File: config.mk
export PLATFORM = sky130hd
export DESIGN_NAME = qpd_reference_oscillator_flat
export DESIGN_NICKNAME = d
export VERILOG_FILES = /design/src/rtl/qpd_reference_oscillator_if.sv /design/src/rtl/qpd_reference_oscillator.sv /design/src/flat_wrapper.sv
export SDC_FILE = /design/constraint.sdc
export NUM_CORES = 1
export LEC_CHECK = 0
export CAP_MARGIN = 20
export CORE_UTILIZATION = 30
export CTS_BUF_LIST = sky130_fd_sc_hd__clkbuf_4 sky130_fd_sc_hd__clkbuf_8 sky130_fd_sc_hd__clkbuf_16
export DETAILED_ROUTE_END_ITERATION = 12
export GPL_TIMING_DRIVEN = 0
export PLACE_DENSITY = 0.5
export SLEW_MARGIN = 20
export SYNTH_ARGS = -nofsm -noshare
export SYNTH_HDL_FRONTEND = slang
export SYNTH_SLANG_ARGS = --single-unit
File: constraint.sdc
create_clock -name clk_i -period 10.2 [get_ports clk_i]
set_input_delay 1.53 -clock clk_i [delete_from_list [all_inputs] [get_ports clk_i]]
set_output_delay 1.53 -clock clk_i [all_outputs]
set_load 0.1 [all_outputs]
File: src/rtl/qpd_reference_oscillator_if.sv
`default_nettype none
// +--------------------------------------------------------------------------+
// | qpd_reference_oscillator_if                                              |
// | Tick/sync/frequency controls and sample outputs of the reference osc.    |
// | Optional: QPD_REFOSC_PHASE_OFFSET_EN adds the phase_offset_i signal.     |
// | Revision: 1.0                                                            |
// +--------------------------------------------------------------------------+
interface qpd_reference_oscillator_if #(
  parameter int NUM_BITS   = 24,
  parameter int PHASE_BITS = 32
);
  logic                         tick_i;
  logic                         sync_i;
  logic [PHASE_BITS-1:0]        freq_word_i;
`ifdef QPD_REFOSC_PHASE_OFFSET_EN
  logic [PHASE_BITS-1:0]        phase_offset_i;
`endif
  logic signed [NUM_BITS-1:0]   sin_o;
  logic signed [NUM_BITS-1:0]   cos_o;
  logic                         done_o;
  logic                         busy_o;
  logic                         overrun_o;

`ifdef QPD_REFOSC_PHASE_OFFSET_EN
  modport master (output tick_i, sync_i, freq_word_i, phase_offset_i,
                  input  sin_o, cos_o, done_o, busy_o, overrun_o);
  modport slave  (input  tick_i, sync_i, freq_word_i, phase_offset_i,
                  output sin_o, cos_o, done_o, busy_o, overrun_o);
`else
  modport master (output tick_i, sync_i, freq_word_i,
                  input  sin_o, cos_o, done_o, busy_o, overrun_o);
  modport slave  (input  tick_i, sync_i, freq_word_i,
                  output sin_o, cos_o, done_o, busy_o, overrun_o);
`endif
endinterface
`default_nettype wire

File: src/rtl/qpd_reference_oscillator.sv
`default_nettype none
// +--------------------------------------------------------------------------+
// | qpd_reference_oscillator                                                 |
// | Phase accumulator + iterative CORDIC sine/cosine reference generator.    |
// | Optional: QPD_REFOSC_PHASE_OFFSET_EN adds a phase offset to the angle.   |
// | Revision: 1.0                                                            |
// +--------------------------------------------------------------------------+
module qpd_reference_oscillator #(
  parameter int NUM_BITS      = 24,
  parameter int PHASE_BITS    = 32,
  parameter int CORDIC_STAGES = 20
) (
  input  wire logic                 clk_i,
  input  wire logic                 reset_i,
  qpd_reference_oscillator_if.slave bus_if
);
  localparam int XW = NUM_BITS + 2;
  localparam int ZW = PHASE_BITS + 1;
  localparam int CW = (CORDIC_STAGES > 1) ? $clog2(CORDIC_STAGES) : 1;

  localparam logic [1:0] S_IDLE   = 2'd0;
  localparam logic [1:0] S_ROTATE = 2'd1;
  localparam logic [1:0] S_OUTPUT = 2'd2;

  localparam longint                AMP_L   = (longint'(1) << (NUM_BITS - 1)) - 1;
  localparam logic signed [XW-1:0]  OUT_MAX = XW'(AMP_L);
  // Start x pre-divided by the CORDIC gain so the result lands at full scale.
  localparam logic signed [XW-1:0]  X_INIT  = XW'(longint'(0.6072529350 * real'(AMP_L)));

  function automatic logic signed [ZW-1:0] atan_const(input int i);
    real t, t2, term, sum, scale;
    if (i == 0) return ZW'(longint'(1) << (PHASE_BITS - 3));
    t = 1.0;
    for (int k = 0; k < i; k++) t = t / 2.0;
    t2 = t * t; term = t; sum = 0.0;
    for (int k = 0; k < 40; k++) begin
      if (k % 2 == 0) sum = sum + term / real'(2 * k + 1);
      else            sum = sum - term / real'(2 * k + 1);
      term = term * t2;
    end
    scale = 1.0;
    for (int k = 0; k < PHASE_BITS; k++) scale = scale * 2.0;
    return ZW'(longint'(sum * scale / 6.283185307179586));
  endfunction

  function automatic logic signed [NUM_BITS-1:0] saturate(input logic signed [XW-1:0] v);
    if (v > OUT_MAX)  return NUM_BITS'(OUT_MAX);
    if (v < -OUT_MAX) return NUM_BITS'(-OUT_MAX);
    return NUM_BITS'(v);
  endfunction

  logic signed [ZW-1:0] atan_lut [CORDIC_STAGES];
  for (genvar g = 0; g < CORDIC_STAGES; g++) begin : g_atan
    localparam logic signed [ZW-1:0] ATAN_V = atan_const(g);
    assign atan_lut[g] = ATAN_V;
  end

  logic [1:0]                  state_q, state_d;
  logic [CW-1:0]               cnt_q;
  logic [PHASE_BITS-1:0]       acc_q, acc_d;
  logic [1:0]                  quad_q;
  logic signed [XW-1:0]        x_q, y_q;
  logic signed [ZW-1:0]        z_q;
  logic signed [NUM_BITS-1:0]  sin_q, cos_q;
  logic                        done_q, busy_q, overrun_q;

  logic [PHASE_BITS-1:0]       acc_base, theta;
  logic signed [XW-1:0]        x_nx, y_nx, sin_raw, cos_raw;
  logic signed [ZW-1:0]        z_nx;

  always_comb begin
    acc_base = bus_if.sync_i ? '0 : acc_q;
`ifdef QPD_REFOSC_PHASE_OFFSET_EN
    theta    = acc_base + bus_if.phase_offset_i;
`else
    theta    = acc_base;
`endif
    // Ticks advance the phase even when refused, keeping the frequency exact.
    acc_d    = bus_if.tick_i ? acc_base + bus_if.freq_word_i : acc_base;

    if (!z_q[ZW-1]) begin
      x_nx = x_q - (y_q >>> cnt_q);
      y_nx = y_q + (x_q >>> cnt_q);
      z_nx = z_q - atan_lut[cnt_q];
    end else begin
      x_nx = x_q + (y_q >>> cnt_q);
      y_nx = y_q - (x_q >>> cnt_q);
      z_nx = z_q + atan_lut[cnt_q];
    end

    cos_raw = x_q;
    sin_raw = y_q;
    case (quad_q)
      2'd1:    begin cos_raw = -y_q; sin_raw =  x_q; end
      2'd2:    begin cos_raw = -x_q; sin_raw = -y_q; end
      2'd3:    begin cos_raw =  y_q; sin_raw = -x_q; end
      default: ;
    endcase

    state_d = state_q;
    case (state_q)
      S_IDLE:   if (bus_if.tick_i) state_d = S_ROTATE;
      S_ROTATE: if (cnt_q == CW'(CORDIC_STAGES - 1)) state_d = S_OUTPUT;
      S_OUTPUT: state_d = S_IDLE;
      default:  state_d = S_IDLE;
    endcase
  end

  always_ff @(posedge clk_i or negedge reset_i) begin
    if (!reset_i) begin
      state_q   <= S_IDLE;
      cnt_q     <= '0;
      acc_q     <= '0;
      quad_q    <= '0;
      x_q       <= '0;
      y_q       <= '0;
      z_q       <= '0;
      sin_q     <= '0;
      cos_q     <= '0;
      done_q    <= 1'b0;
      busy_q    <= 1'b0;
      overrun_q <= 1'b0;
    end else begin
      state_q <= state_d;
      acc_q   <= acc_d;
      done_q  <= 1'b0;
      busy_q  <= (state_q != S_IDLE);
      if (bus_if.tick_i && (state_q != S_IDLE)) overrun_q <= 1'b1;
      case (state_q)
        S_IDLE: if (bus_if.tick_i) begin
          x_q    <= X_INIT;
          y_q    <= '0;
          z_q    <= {3'b000, theta[PHASE_BITS-3:0]};
          quad_q <= theta[PHASE_BITS-1:PHASE_BITS-2];
          cnt_q  <= '0;
        end
        S_ROTATE: begin
          x_q   <= x_nx;
          y_q   <= y_nx;
          z_q   <= z_nx;
          cnt_q <= cnt_q + CW'(1);
        end
        S_OUTPUT: begin
          sin_q  <= saturate(sin_raw);
          cos_q  <= saturate(cos_raw);
          done_q <= 1'b1;
        end
        default: ;
      endcase
    end
  end

  assign bus_if.sin_o     = sin_q;
  assign bus_if.cos_o     = cos_q;
  assign bus_if.done_o    = done_q;
  assign bus_if.busy_o    = busy_q;
  assign bus_if.overrun_o = overrun_q;
endmodule
`default_nettype wire

File: src/flat_wrapper.sv
// flat-port wrapper written by rule: the top's interface ports become plain ports
module qpd_reference_oscillator_flat 
#(
  parameter int NUM_BITS      = 24,
  parameter int PHASE_BITS    = 32,
  parameter int CORDIC_STAGES = 20
)
  (clk_i, reset_i, bus_if_tick_i, bus_if_sync_i, bus_if_freq_word_i, bus_if_sin_o, bus_if_cos_o, bus_if_done_o, bus_if_busy_o, bus_if_overrun_o);
  qpd_reference_oscillator_if #(.NUM_BITS(NUM_BITS), .PHASE_BITS(PHASE_BITS)) bus_if_i ();
  input  wire logic clk_i;
  input  wire logic reset_i;
  input wire logic [$bits(bus_if_i.tick_i)-1:0] bus_if_tick_i;
  input wire logic [$bits(bus_if_i.sync_i)-1:0] bus_if_sync_i;
  input wire logic [$bits(bus_if_i.freq_word_i)-1:0] bus_if_freq_word_i;
  output wire logic [$bits(bus_if_i.sin_o)-1:0] bus_if_sin_o;
  output wire logic [$bits(bus_if_i.cos_o)-1:0] bus_if_cos_o;
  output wire logic [$bits(bus_if_i.done_o)-1:0] bus_if_done_o;
  output wire logic [$bits(bus_if_i.busy_o)-1:0] bus_if_busy_o;
  output wire logic [$bits(bus_if_i.overrun_o)-1:0] bus_if_overrun_o;
  assign bus_if_i.tick_i = bus_if_tick_i;
  assign bus_if_i.sync_i = bus_if_sync_i;
  assign bus_if_i.freq_word_i = bus_if_freq_word_i;
  assign bus_if_sin_o = bus_if_i.sin_o;
  assign bus_if_cos_o = bus_if_i.cos_o;
  assign bus_if_done_o = bus_if_i.done_o;
  assign bus_if_busy_o = bus_if_i.busy_o;
  assign bus_if_overrun_o = bus_if_i.overrun_o;
  qpd_reference_oscillator #(.NUM_BITS(NUM_BITS), .PHASE_BITS(PHASE_BITS), .CORDIC_STAGES(CORDIC_STAGES)) u_core (.clk_i(clk_i), .reset_i(reset_i), .bus_if(bus_if_i));
endmodule
==> summary.md <==
| Metric | Value |
|---|---|
| Startpoint types | flip-flop |
| Flop-to-flop setup slack | 2040 ps |
| Vias in the first global route | 20,800 |
| Cell area after synthesis | 0.0208 mm² |
| Fmax | 0.123 GHz |
| Measured slew at the worst slew-check pin | 1210 ps |
| Crit. End Element | flip-flop |
| Dpl hpwl | 78,700 µm |
| I/O Buffers | 85 |
| First-pass GRT wire length | 145,000 µm |
| Nets | 2,846 |
| Drt pass-1 iters | 7 |
| Syn nets | 2,738 |
| Routability cong. | 1.02 |
| Setup ws final | 2040 ps |
| Initial antenna violation count | 1 |
| Synth top area cells | dfrtp_1 (21%), ha_1 (7.6%), mux4_2 (6.2%) |
| Vias per cell | 5.87 |
| Worst hold start | u_core.bus_if.sin_o[22]$_DFFE_PN0P_ |
| Clk_skew | 19.2 ps |
| R2R cell count | 26 |
| #FFs+latches synth | 177 |
| EDFF count, synth | 0 |
| Initial drt markers | 1,748 |
| Total wire length | 101,000 µm |
| Ys async rst share | 100% |
| Worst path required time | 10,600 ps |
| Routed len/inst | 27.8 µm |
| Critical Path AT | 8560 ps |
| Fin Setup TNS | 0 ps |
| Final Util | 34.2% |
| Clock Latency Late Sink | 520 ps |
| Biggest area consumer among synthesized cells | dfrtp_1 |
| RSZ-0062 raised after global routing | no |
| R2R Path Start | u_core.cnt_q[1]$_DFFE_PN0P_ |
| Core area | 0.0686 mm² |
| Initial Util | 30.3% |
| Clock-pin transition on the worst setup and hold timing paths | 80 ps |
| Die Wd | 265 µm |
| Post-Place Setup Slack | 2240 ps |
| Count leader, synth | nor2_1 |
| Ant diodes | 0 |
| CTS root buffer | clkbuf_16 |
| Clock buffer depth | 2 |
| Die height | 265 µm |
| Mapped Cells | 2,572 |
| CTS sink cnt | 177 |
| CTS tree | done |
| YS warnings | 0 |
| Final Hold Fails | 0 |
| Max Slew Vio Count | 0 |
| Max Cap Viol | 0 |
| DRC | 0 |
| Synthesized area per cell | 8.07 µm² |
| WHS | 479 ps |
| Seq/Total Area, Yosys | 21.3% |
| Largest net degree at the start of global routing | 82 |
| Resized Gates After CTS | 0 |
| Total track usage | 28.5% |
| Reg-to-reg critical path endpoint | u_core.z_q[30]$_DFFE_PN0P_ |
| CTS H-tree depth | 4 |
| Post-DRT Antenna Nets | 0 |
| Final min period | 8160 ps |
| Num CTS Buffers | 17 |
| Synth top area share | 21.3% |
| End of the worst hold path | u_core.bus_if.sin_o[22]$_DFFE_PN0P_ |
| Top cells by count, synth | nor2_1 (237), nand2_1 (234), a21oi_1 (206) |
| P&R area growth vs syn | 13.0% |
| Die area | 0.0703 mm² |
| Outcome | complete, no violations |
| Final setup viols | 0 |
| Min-Delay Path Depth | 2 |
| Cts hold-fix bufs | 0 |
| Post-CTS Setup Bufs | 0 |
| Share of post-route cells with drive strength above 1 | 9.32% |
| Fin crit share | 80.0% |
| I/O Pins | 87 |
| Site Rows | 96 |
| Yosys cell types | 91 |
| Worst Hold Class | flip-flop to flip-flop |
| Vias | 21,300 |
| Setup CP Type | flip-flop to flip-flop |
| GRT overflow | 0 |
| Main flop type after synthesis | dfrtp_1 |
| Slew headroom | 18.8% |
| Max FO, Critical Path | 13 |
==> critical path: stages (launching register included) <==
cell	delay, ps
dfrtp_1	550
buf_2	300
inv_2	290
buf_1	720
buf_2	580
ha_1	310
nor2b_1	380
nor3_1	90
a311oi_1	760
nand4_1	250
nor2_1	130
and3_1	200
nand4_1	110
nor3_1	270
nor2_1	200
xnor2_1	300
ha_1	340
and3_1	240
a31oi_1	160
o21ai_0	140
a2111oi_0	420
o31ai_1	150
nand2_1	190
o211ai_1	140
a41o_1	270
or2_2	270
a32o_1	240
==> stage by stage <==
step,area [µm²],instances
4_1_cts,23400,3621
6_report,23500,3623
3_5_place_dp,22800,3590
5_1_grt,23500,3623
3_3_place_gp,22800,3588
2_1_floorplan,20800,2572
==> metal layers <==
metal	part of all wire, %	wire length [µm]	global-route usage [%]
met5	0.0069	7	0
met4	6.0	6100	16.7
met2	47	47400	47.4
met1	42	42200	35.3
met3	5.1	5160	3.58
==> cells in the final DEF, fill, tap and decap left out, types with 24 or more instances in the layout <==
master,synthesis,layout
nand2b_1,59,59
clkdlybuf4s50_1,0,84
nor2_1,237,236
mux2i_1,65,65
nor3_1,51,51
nor2b_1,42,42
clkbuf_1,118,115
o22ai_1,27,27
xnor2_1,109,109
ha_1,126,126
buf_2,23,24
a21oi_1,206,206
mux2_2,47,47
inv_1,72,72
mux4_2,57,57
o31ai_1,34,34
nand2_1,234,234
nand3_1,45,45
dfrtp_1,177,177
a21o_1,61,61
a31oi_1,33,33
xor2_1,97,97
o21ai_0,199,199
or3_1,28,28
==> flip-flops by register name, indices dropped and copies added (netlist names) <==
register	cells
u_core.x_q	26
u_core.y_q	26
u_core.bus_if.overrun_o	1
u_core.z_q	33
u_core.acc_q	32
u_core.bus_if.sin_o	24
u_core.bus_if.done_o	1
u_core.cnt_q	5
u_core.state_q	2
u_core.bus_if.cos_o	24
u_core.quad_q	2
u_core.bus_if.busy_o	1
==> cells by family after synthesis <==
logic type / count (synthesis) / share of synthesized area (%)
flops: 177 / 21.3
buf+inv: 267 / 5.95
simple gates: 826 / 19.2
fa+ha+maj: 130 / 7.98
xor+xnor: 206 / 8.69
compound gates: 797 / 25.0
mux: 169 / 11.9
==> how the worst max path moves through the flow <==
| stage | start | endpoint | cells past startpoint |
|---|---|---|---|
| 4_1_cts | u_core.cnt_q[1]$_DFFE_PN0P_ | u_core.z_q[30]$_DFFE_PN0P_ | 26 |
| 2_1_floorplan | u_core.cnt_q[1]$_DFFE_PN0P_ | u_core.z_q[30]$_DFFE_PN0P_ | 26 |
| 3_5_place_dp | u_core.cnt_q[1]$_DFFE_PN0P_ | u_core.z_q[30]$_DFFE_PN0P_ | 26 |
| 6_report | u_core.cnt_q[1]$_DFFE_PN0P_ | u_core.z_q[30]$_DFFE_PN0P_ | 26 |
| 5_1_grt | u_core.cnt_q[1]$_DFFE_PN0P_ | u_core.z_q[30]$_DFFE_PN0P_ | 26 |
| 3_3_place_gp | reset_i | u_core.x_q[25]$_DFFE_PN0P_ | 1 |
==> layout make-up <==
| type | instances | area [µm²] |
|---|---|---|
| fillers | 7247 | 45100 |
| multi-input cells | 2128 | 15100 |
| flip-flops and latches | 177 | 4430 |
| well taps | 931 | 1160 |
| plain buffers | 192 | 960 |
| repair buffers | 89 | 937 |
| clock buffers | 20 | 467 |
| inverters | 75 | 282 |
| clock inverters | 11 | 121 |
Power is left out: the tool's default activity adds up to more than one toggle a clock period on the data nets, which glitch-free logic cannot reach.
